<file path="config.mk">
export PLATFORM = sky130hd
export DESIGN_NAME = iter_divider
export DESIGN_NICKNAME = d
export VERILOG_FILES = /design/src/rtl/div_pkg.sv /design/src/rtl/iter_divider.sv
export SDC_FILE = /design/constraint.sdc
export NUM_CORES = 1
export LEC_CHECK = 0
export ABC_CLOCK_PERIOD_IN_PS = 2900
export CORE_ASPECT_RATIO = 0.7
export CORE_MARGIN = 4
export CORE_UTILIZATION = 49
export CTS_CLUSTER_SIZE = 12
export DETAILED_ROUTE_END_ITERATION = 8
export GPL_TIMING_DRIVEN = 0
export HOLD_SLACK_MARGIN = 0.02
export PLACE_DENSITY = 0.78
export SYNTH_ARGS = -nofsm -noshare
export SYNTH_HDL_FRONTEND = slang
export SYNTH_SLANG_ARGS = --single-unit
</file>
<file path="constraint.sdc">
create_clock -name clk -period 2.9 [get_ports clk]
set_input_delay 0.58 -clock clk [delete_from_list [all_inputs] [get_ports clk]]
set_output_delay 0.58 -clock clk [all_outputs]
set_load 0.01 [all_outputs]
</file>
<file path="src/rtl/div_pkg.sv">
// ============================================================================
// Module      : div_pkg
// Description : Shared definitions for the iterative divider: operand width,
//               FSM state type, divide-by-zero quotient constant and the
//               sign-handling helpers used around the unsigned-magnitude core.
// Revision    : 1.0 - initial release
// ============================================================================
`default_nettype none

package div_pkg;

    localparam int DIV_WIDTH = 32;

    // Quotient returned when the divisor is zero (all ones).
    localparam logic [DIV_WIDTH-1:0] DIV0_QUOTIENT = '1;

    typedef enum logic [1:0] {
        IDLE = 2'd0,
        CALC = 2'd1,
        SIGN = 2'd2,
        DONE = 2'd3
    } div_state_t;

    // Two's-complement negation when en is set, pass-through otherwise.
    function automatic logic [DIV_WIDTH-1:0] negateIf(
        input logic [DIV_WIDTH-1:0] value,
        input logic                 en
    );
        return en ? (DIV_WIDTH'(0) - value) : value;
    endfunction

    // Magnitude of a value; only negative numbers in signed mode are flipped.
    // The most negative value maps onto itself, which reads correctly as an
    // unsigned magnitude.
    function automatic logic [DIV_WIDTH-1:0] absVal(
        input logic [DIV_WIDTH-1:0] value,
        input logic                 isSigned
    );
        return negateIf(value, isSigned & value[DIV_WIDTH-1]);
    endfunction

endpackage

`default_nettype wire

</file>
<file path="src/rtl/iter_divider.sv">
// ============================================================================
// Module      : iter_divider
// Description : Multi-cycle radix-2 restoring divider for DIV/DIVU. Signed
//               operands are reduced to magnitudes, divided in WIDTH steps,
//               then sign-corrected. Freezes EX through stall while busy and
//               pulses done with the {HI, LO} result.
// Ports       : clk, rst            - clock, synchronous active-high reset
//               start, is_signed    - request and DIV/DIVU select (IDLE only)
//               dividend, divisor   - operands, sampled with start
//               cancel              - pipeline flush, aborts any operation
//               stall               - combinational freeze request
//               done                - one-cycle result-valid pulse
//               quotient, remainder - registered LO / HI values
//               hilo                - {remainder, quotient}
// Revision    : 1.0 - initial release
// ============================================================================
`default_nettype none

module iter_divider
    import div_pkg::*;
#(
    parameter int WIDTH = DIV_WIDTH
) (
    input  logic               clk,
    input  logic               rst,
    input  logic               start,
    input  logic               is_signed,
    input  logic [WIDTH-1:0]   dividend,
    input  logic [WIDTH-1:0]   divisor,
    input  logic               cancel,
    output logic               stall,
    output logic               done,
    output logic [WIDTH-1:0]   quotient,
    output logic [WIDTH-1:0]   remainder,
    output logic [2*WIDTH-1:0] hilo
);

    localparam int CNT_W = $clog2(WIDTH);
    localparam logic [CNT_W-1:0] c_lastCount = CNT_W'(WIDTH - 1);
    localparam logic [CNT_W-1:0] c_countOne  = CNT_W'(1);

    div_state_t       r_state;
    div_state_t       w_nextState;
    logic [CNT_W-1:0] r_count;
    logic [WIDTH-1:0] r_divisor;    // divisor magnitude
    logic [WIDTH-1:0] r_quoShift;   // dividend bits shift out, quotient bits shift in
    logic [WIDTH-1:0] r_partRem;    // committed partial remainder (always < divisor)
    logic             r_negQuo;
    logic             r_negRem;
    logic [WIDTH-1:0] r_quotient;
    logic [WIDTH-1:0] r_remainder;

    logic             w_accept;
    logic [WIDTH:0]   w_shifted;
    logic [WIDTH:0]   w_trial;
    logic             w_borrow;

    assign w_accept = start & ~cancel;

    // One restoring step: the extra top bit of the trial difference is the borrow.
    assign w_shifted = {r_partRem, r_quoShift[WIDTH-1]};
    assign w_trial   = w_shifted - {1'b0, r_divisor};
    assign w_borrow  = w_trial[WIDTH];

    always_ff @(posedge clk) begin
        if (rst) begin
            r_state <= IDLE;
        end else begin
            r_state <= w_nextState;
        end
    end

    always_comb begin
        w_nextState = r_state;
        stall       = 1'b0;
        case (r_state)
            IDLE: begin
                if (w_accept) begin
                    stall       = 1'b1;
                    w_nextState = (divisor == '0) ? DONE : CALC;
                end
            end
            CALC: begin
                // Stall stays high in a cancel cycle; it drops once back in IDLE.
                stall = 1'b1;
                if (cancel) begin
                    w_nextState = IDLE;
                end else if (r_count == c_lastCount) begin
                    w_nextState = SIGN;
                end
            end
            SIGN: begin
                stall       = 1'b1;
                w_nextState = cancel ? IDLE : DONE;
            end
            DONE: begin
                w_nextState = IDLE;
            end
            default: begin
                w_nextState = IDLE;
            end
        endcase
    end

    // A flush arriving in the DONE cycle suppresses the pulse.
    assign done = (r_state == DONE) & ~cancel;

    always_ff @(posedge clk) begin
        if (rst) begin
            r_count     <= '0;
            r_divisor   <= '0;
            r_quoShift  <= '0;
            r_partRem   <= '0;
            r_negQuo    <= 1'b0;
            r_negRem    <= 1'b0;
            r_quotient  <= '0;
            r_remainder <= '0;
        end else begin
            case (r_state)
                IDLE: begin
                    if (w_accept) begin
                        r_divisor  <= absVal(divisor, is_signed);
                        r_quoShift <= absVal(dividend, is_signed);
                        r_partRem  <= '0;
                        r_count    <= '0;
                        r_negQuo   <= is_signed & (dividend[WIDTH-1] ^ divisor[WIDTH-1]);
                        r_negRem   <= is_signed & dividend[WIDTH-1];
                        // Divide-by-zero skips the core; raw dividend, no sign fix.
                        if (divisor == '0) begin
                            r_quotient  <= DIV0_QUOTIENT;
                            r_remainder <= dividend;
                        end
                    end
                end
                CALC: begin
                    if (!cancel) begin
                        r_quoShift <= {r_quoShift[WIDTH-2:0], ~w_borrow};
                        r_partRem  <= w_borrow ? w_shifted[WIDTH-1:0] : w_trial[WIDTH-1:0];
                        // Wraps to zero on the final step as the FSM leaves CALC.
                        r_count    <= r_count + c_countOne;
                    end
                end
                SIGN: begin
                    if (!cancel) begin
                        r_quotient  <= negateIf(r_quoShift, r_negQuo);
                        r_remainder <= negateIf(r_partRem, r_negRem);
                    end
                end
                default: begin
                end
            endcase
        end
    end

    assign quotient  = r_quotient;
    assign remainder = r_remainder;
    assign hilo      = {r_remainder, r_quotient};

endmodule

`default_nettype wire

</file>
# After elaboration in Yosys (flattened, before gate mapping)

Index checks and enable logic that the tools add are counted.

Register bits after elaboration: 169
Input bits: 69
Output and inout bits: 130
Word-level logic and storage cells: 71

Add/subtract/negate cells: 6
Equality and inequality tests: 9
Multiplexer cells: 30
Bitwise gates (word level): 8
Reductions and logical operators: 9

Operators with widths:

| operator              | count |
|---|---|
| $mux 32               | 15 |
| $pmux 32 s2           | 4 |
| $sub 1x32->32 const A | 4 |
| $sub 33x32->33        | 1 |
| $logic_not 32->1      | 1 |
| $mux 2                | 5 |
| $mux 5                | 2 |
| $pmux 5 s2            | 1 |
| $ne 2x2->1 const B    | 4 |
| $pmux 2 s4            | 1 |
| $add 5x1->5 const B   | 1 |
| $and 1x1->1           | 5 |
| $eq 5x5->1 const B    | 1 |
| $eq 2x2->1 const B    | 2 |
| $reduce_and 2->1      | 2 |
| $reduce_and 4->1      | 1 |
| $reduce_bool 2->1     | 2 |
| $ne 3x3->1 const B    | 1 |
| $reduce_and 3->1      | 1 |
| $eq 2x1->1 const B    | 1 |
| $logic_not 2->1       | 1 |
| $not 1->1             | 2 |
| $pmux 1 s2            | 1 |
| $reduce_or 2->1       | 1 |
| 2 further kinds       | 2 |

# Logic depth before layout (Yosys ltp)

Word-level depth: 4
Mapped depth: 12

# Worst setup path before layout

Ideal clock, no wire load.

Path type: register to register
From: register r_partRem[24]
To: register r_partRem[22]
Library setup time: 131 ps
Arrival: 2614 ps
Required time: 2769 ps
Slack: 155 ps
Cell stages (with the launch flop): 12
Path buffers: 2
Period minus slack after synthesis: 2745 ps
Cells stage by stage: dfxtp_1 > ha_1 > clkbuf_1 > and3_1 > and3_1 > a221oi_1 > o221ai_1 > a31oi_1 > xnor2_2 > buf_2 > mux2i_1 > o21ai_0

Word-level cells in the longest chain between the ends: 4

RTL lines:

| item                     | line                | source |
|---|---|---|
| start: declaration       | iter_divider.sv:47  | `logic [WIDTH-1:0] r_partRem;` |
| start signal: assignment | iter_divider.sv:138 | `r_partRem <= w_borrow ? w_shifted[WIDTH-1:0] : w_trial[WIDTH-1:0];` |
| $sub 33x32->33           | iter_divider.sv:62  | `assign w_trial = w_shifted - {1'b0, r_divisor};` |
| $mux 32                  | iter_divider.sv:138 |  |
| $mux 32                  | iter_divider.sv:136 | `if (!cancel) begin` |
| $pmux 32 s2              | iter_divider.sv:119 | `case (r_state)` |

No other way between the ends. The select of a mux whose other input is x is not followed.
A chain may end at the register's enable or synchronous reset.

# Worst setup path in the final report

From: input divisor[3]
To: register r_remainder[30], in the netlist remainder[30]

Word-level cells in the longest chain between the ends: 3

RTL lines:

| item                       | line                | source |
|---|---|---|
| start: declaration         | iter_divider.sv:29  | `input logic [WIDTH-1:0] divisor,` |
| $logic_not 32->1           | iter_divider.sv:129 | `if (divisor == '0) begin` |
| $ne 2x2->1 (no line)       | -                   |  |
| $reduce_and 4->1 (no line) | -                   |  |
| end signal: assignment     | iter_divider.sv:131 | `r_remainder <= dividend;` |
| end signal: assignment     | iter_divider.sv:146 | `r_remainder <= negateIf(r_partRem, r_negRem);` |
| end: declaration           | iter_divider.sv:51  | `logic [WIDTH-1:0] r_remainder;` |

No other way between the ends.

==> impl_metrics.json <==
{
  "status": "complete, no violations",
  "synth_edf_count": 0,
  "worstHoldPathCells": 3,
  "synth_area_leaders": "dfxtp_1 29%, xor2_1 6.2%, nand2_1 5.5%, nor2_1 5.3%, a21oi_1 5.1%",
  "worstMarginPinSlew_ps": 893,
  "yosysSeqAreaShare_pct": 28.7,
  "cts_made_buffers": 17,
  "hold-worst-slack_ps": 421,
  "period_minus_slack_ps": 2820,
  "yosys.area.top_type": "dfxtp_1",
  "avgSynthCellArea_um2": 7.74,
  "n_antenna_cell": 0,
  "core_area_um2": 23600,
  "place_inst": 2038,
  "htree_levels": 4,
  "clock_latency_ps": 450,
  "crit_path_end_kind": "flip-flop",
  "cp_common_cell": "buf_6",
  "grt_pass1_wl_um": 64200,
  "dieArea_um2": 26600,
  "hp-class": "in2reg",
  "peakVddDrop_mv": 0.551,
  "setup_tns_ps": 0,
  "synth-main-ff-cell": "dfxtp_1",
  "slew_violations": 0,
  "detailedPlace.worstSlack_ps": -922,
  "syn-cell-area_um2": 11800,
  "syn_to_final_growth_pct": 31.9,
  "cts_hold_buf": 0,
  "path_buf_inv": 3,
  "via_per_inst": 5.96,
  "grt_pass1_vias": 11400,
  "path_class": "in2reg",
  "final_cell_area_um2": 15500,
  "cp_slowest_cell": "or4b_4",
  "leakage_nw": 5.83,
  "nNetsFinal": 1868,
  "final_cells": 2085,
  "timing.rr.start": "r_quoShift[31]",
  "overflow": 0,
  "drv_cap": 0,
  "dp_hpwl_um": 32700,
  "hold_viol_final": 0,
  "drt-total-wl_um": 42400,
  "post-route-util_pct": 65.7,
  "hold_start": "divisor[4]",
  "path_depth": 11,
  "p_total_mw": 10.7,
  "synthArstFlopShare_pct": 0,
  "worst_clock_skew_ps": 7.97,
  "first_pass_iters": 6,
  "powerDensity_nw_per_um2": 689,
  "drc_errors": 0,
  "ys_warn_count": 0,
  "clockBufferDepth": 2,
  "synth_compound_area_share_pct": 24.3,
  "synth_top_family_by_area": "compound AO/OA/AOI/OAI gates",
  "groute.usage.overall_pct": 30.4,
  "ctsRootBufferMaster": "clkbuf_16",
  "yosysMostFrequentCell": "nand2_1",
  "syn-num-nets": 1636,
  "die_w_um": 193,
  "synth_fa_ha_area_share_pct": 4.84,
  "rsz0062_at_grt": "true",
  "synth_top_area_share_pct": 28.7,
  "drive_above_1_share_pct": 15.1,
  "floorplan.initialDensity_pct": 49.8,
  "tritoncts": "yes",
  "critical_path_arrival_ps": 3210,
  "setup_slack_ps": 77.2,
  "antenna_found_initial": 0,
  "synth_cell_types": 71,
  "crit_chain": "buf_6 > or3_4 > or4b_4 > nor4_4 > nand4_1 > a21o_1 > buf_6 > buf_12 > a211oi_4 > a21oi_1 > nor2_1",
  "vias": 12400,
  "io_pins": 199,
  "crit_family": "simple AND/OR/NAND/NOR gates",
  "relSlewSlack_pct": 40.4,
  "cp_slowest_stage_delay_ps": 590,
  "clk_pin_slew_ps": 70,
  "io_buffer_count": 198,
  "fillerInstances": 2050,
  "syn_inst": 1522,
  "rows": 47,
  "synth_common_cells": "173 x nand2_1, 169 x dfxtp_1, 167 x nor2_1, 119 x a21oi_1",
  "cts.sinks": 169,
  "drtIter0Drc": 1325,
  "gp_congestion": 0.969,
  "r2r_cells": 13,
  "placed_area_um2": 14200,
  "fp.dieH_um": 138,
  "setup_viol": 0,
  "fmax_mhz": 354,
  "timing.final.crit_share_pct": 97.3,
  "grt_max_degree": 17,
  "synth_seq_cells": 169,
  "ant_nets": 0,
  "cp-start-kind": "primary input",
  "cp_data_required_time_ps": 3280,
  "synth_xor_area_share_pct": 11.0,
  "synthMuxAreaShare_pct": 2.89,
  "crit_path_start": "divisor[3]",
  "wl_per_cell_um": 20.3,
  "synthSimpleGateAreaFrac_pct": 19.1,
  "cp_max_fo": 5
}
## worst min-delay path: cells and delay by family
family | cells | cell delay [ps]
AO/OA/AOI/OAI | 1 | 60
buffers and inverters | 1 | 70
XOR/XNOR | 1 | 110
## routing by layer
metal,share of wire (%),up-vias,global-route usage [%]
met4,1.6,0,7.70
met2,39,649,41.4
met5,0,-,0
met3,12,54,8.85
met1,47,5934,46.2
li1,-,5786,-
## cells by family (layout without fill, tap and decap cells)
kind of cell,Yosys count,after routing
AO/OA/AOI/OAI,429,429
adder cells (fa/ha/maj),45,45
flip-flops,169,169
buffers and inverters,213,458
AND/OR/NAND/NOR,485,485
multiplexers,34,34
XOR/XNOR,147,147
## placed cells by master (no fill, tap or decap), drive strengths merged, types with 7 or more instances in the layout
cell type	synthesis	final
a211oi	49	49
a21o	18	18
a21oi	120	120
a2bb2oi	9	9
a311oi	37	37
a31oi	16	16
and2	9	9
buf	80	107
clkbuf	80	95
clkdlybuf4s50	0	180
dfxtp	169	169
dlymetal6s2s	0	8
ha	44	44
inv	53	53
mux2i	34	34
nand2	173	173
nand2b	11	11
nand3	16	16
nand4	7	7
nor2	167	167
nor2b	8	8
nor3	22	22
nor4	10	10
o211ai	16	16
o21ai	95	95
o31ai	22	22
o41ai	18	18
or2	8	8
or3	16	16
or4	10	10
xnor2	64	64
xor2	83	83
## where the power goes
part / total [mW] / internal (mW) / switching [mW]
sequential: 2.97 / 2.61 / 0.354
combinational: 5.20 / 2.14 / 3.06
clock: 2.53 / 1.51 / 1.02
total: 10.7 / 6.26 / 4.44
## what timing repair did
item / CTS / global route
endpoints found under the setup margin: 130 / 123
pin swaps: 14 / 25
resized for setup: 90 / 89
buffers inserted: 18 / 5
cloned: 2 / 2
## final cells by class
class | instances | area [um2] | area share [%]
inverter | 53 | 201 | 1.30
clock inverter | 11 | 169 | 1.09
tap | 318 | 398 | 2.56
sequential | 169 | 3410 | 22.0
multi-input combinational | 1140 | 7740 | 49.8
timing repair buffer | 224 | 2220 | 14.3
clock buffer | 21 | 470 | 3.03
buffer | 149 | 927 | 5.97
## state kept, by name (all words and copies together), names as in the netlist
name        count
r_state         2
quotient       32
r_divisor      32
r_partRem      32
r_quoShift     32
r_negRem        1
r_negQuo        1
remainder      32
r_count         5
## worst paths after layout
| kind | slack (ps) | endpoint |
|---|---|---|
| setup / recovery | 80 | remainder[30] |
| hold / removal | 420 | r_divisor[4] |
| setup reg to reg | 80 | r_partRem[4] |
| hold reg to reg | 460 | r_divisor[18] |
(Power assumes the default switching activity.)
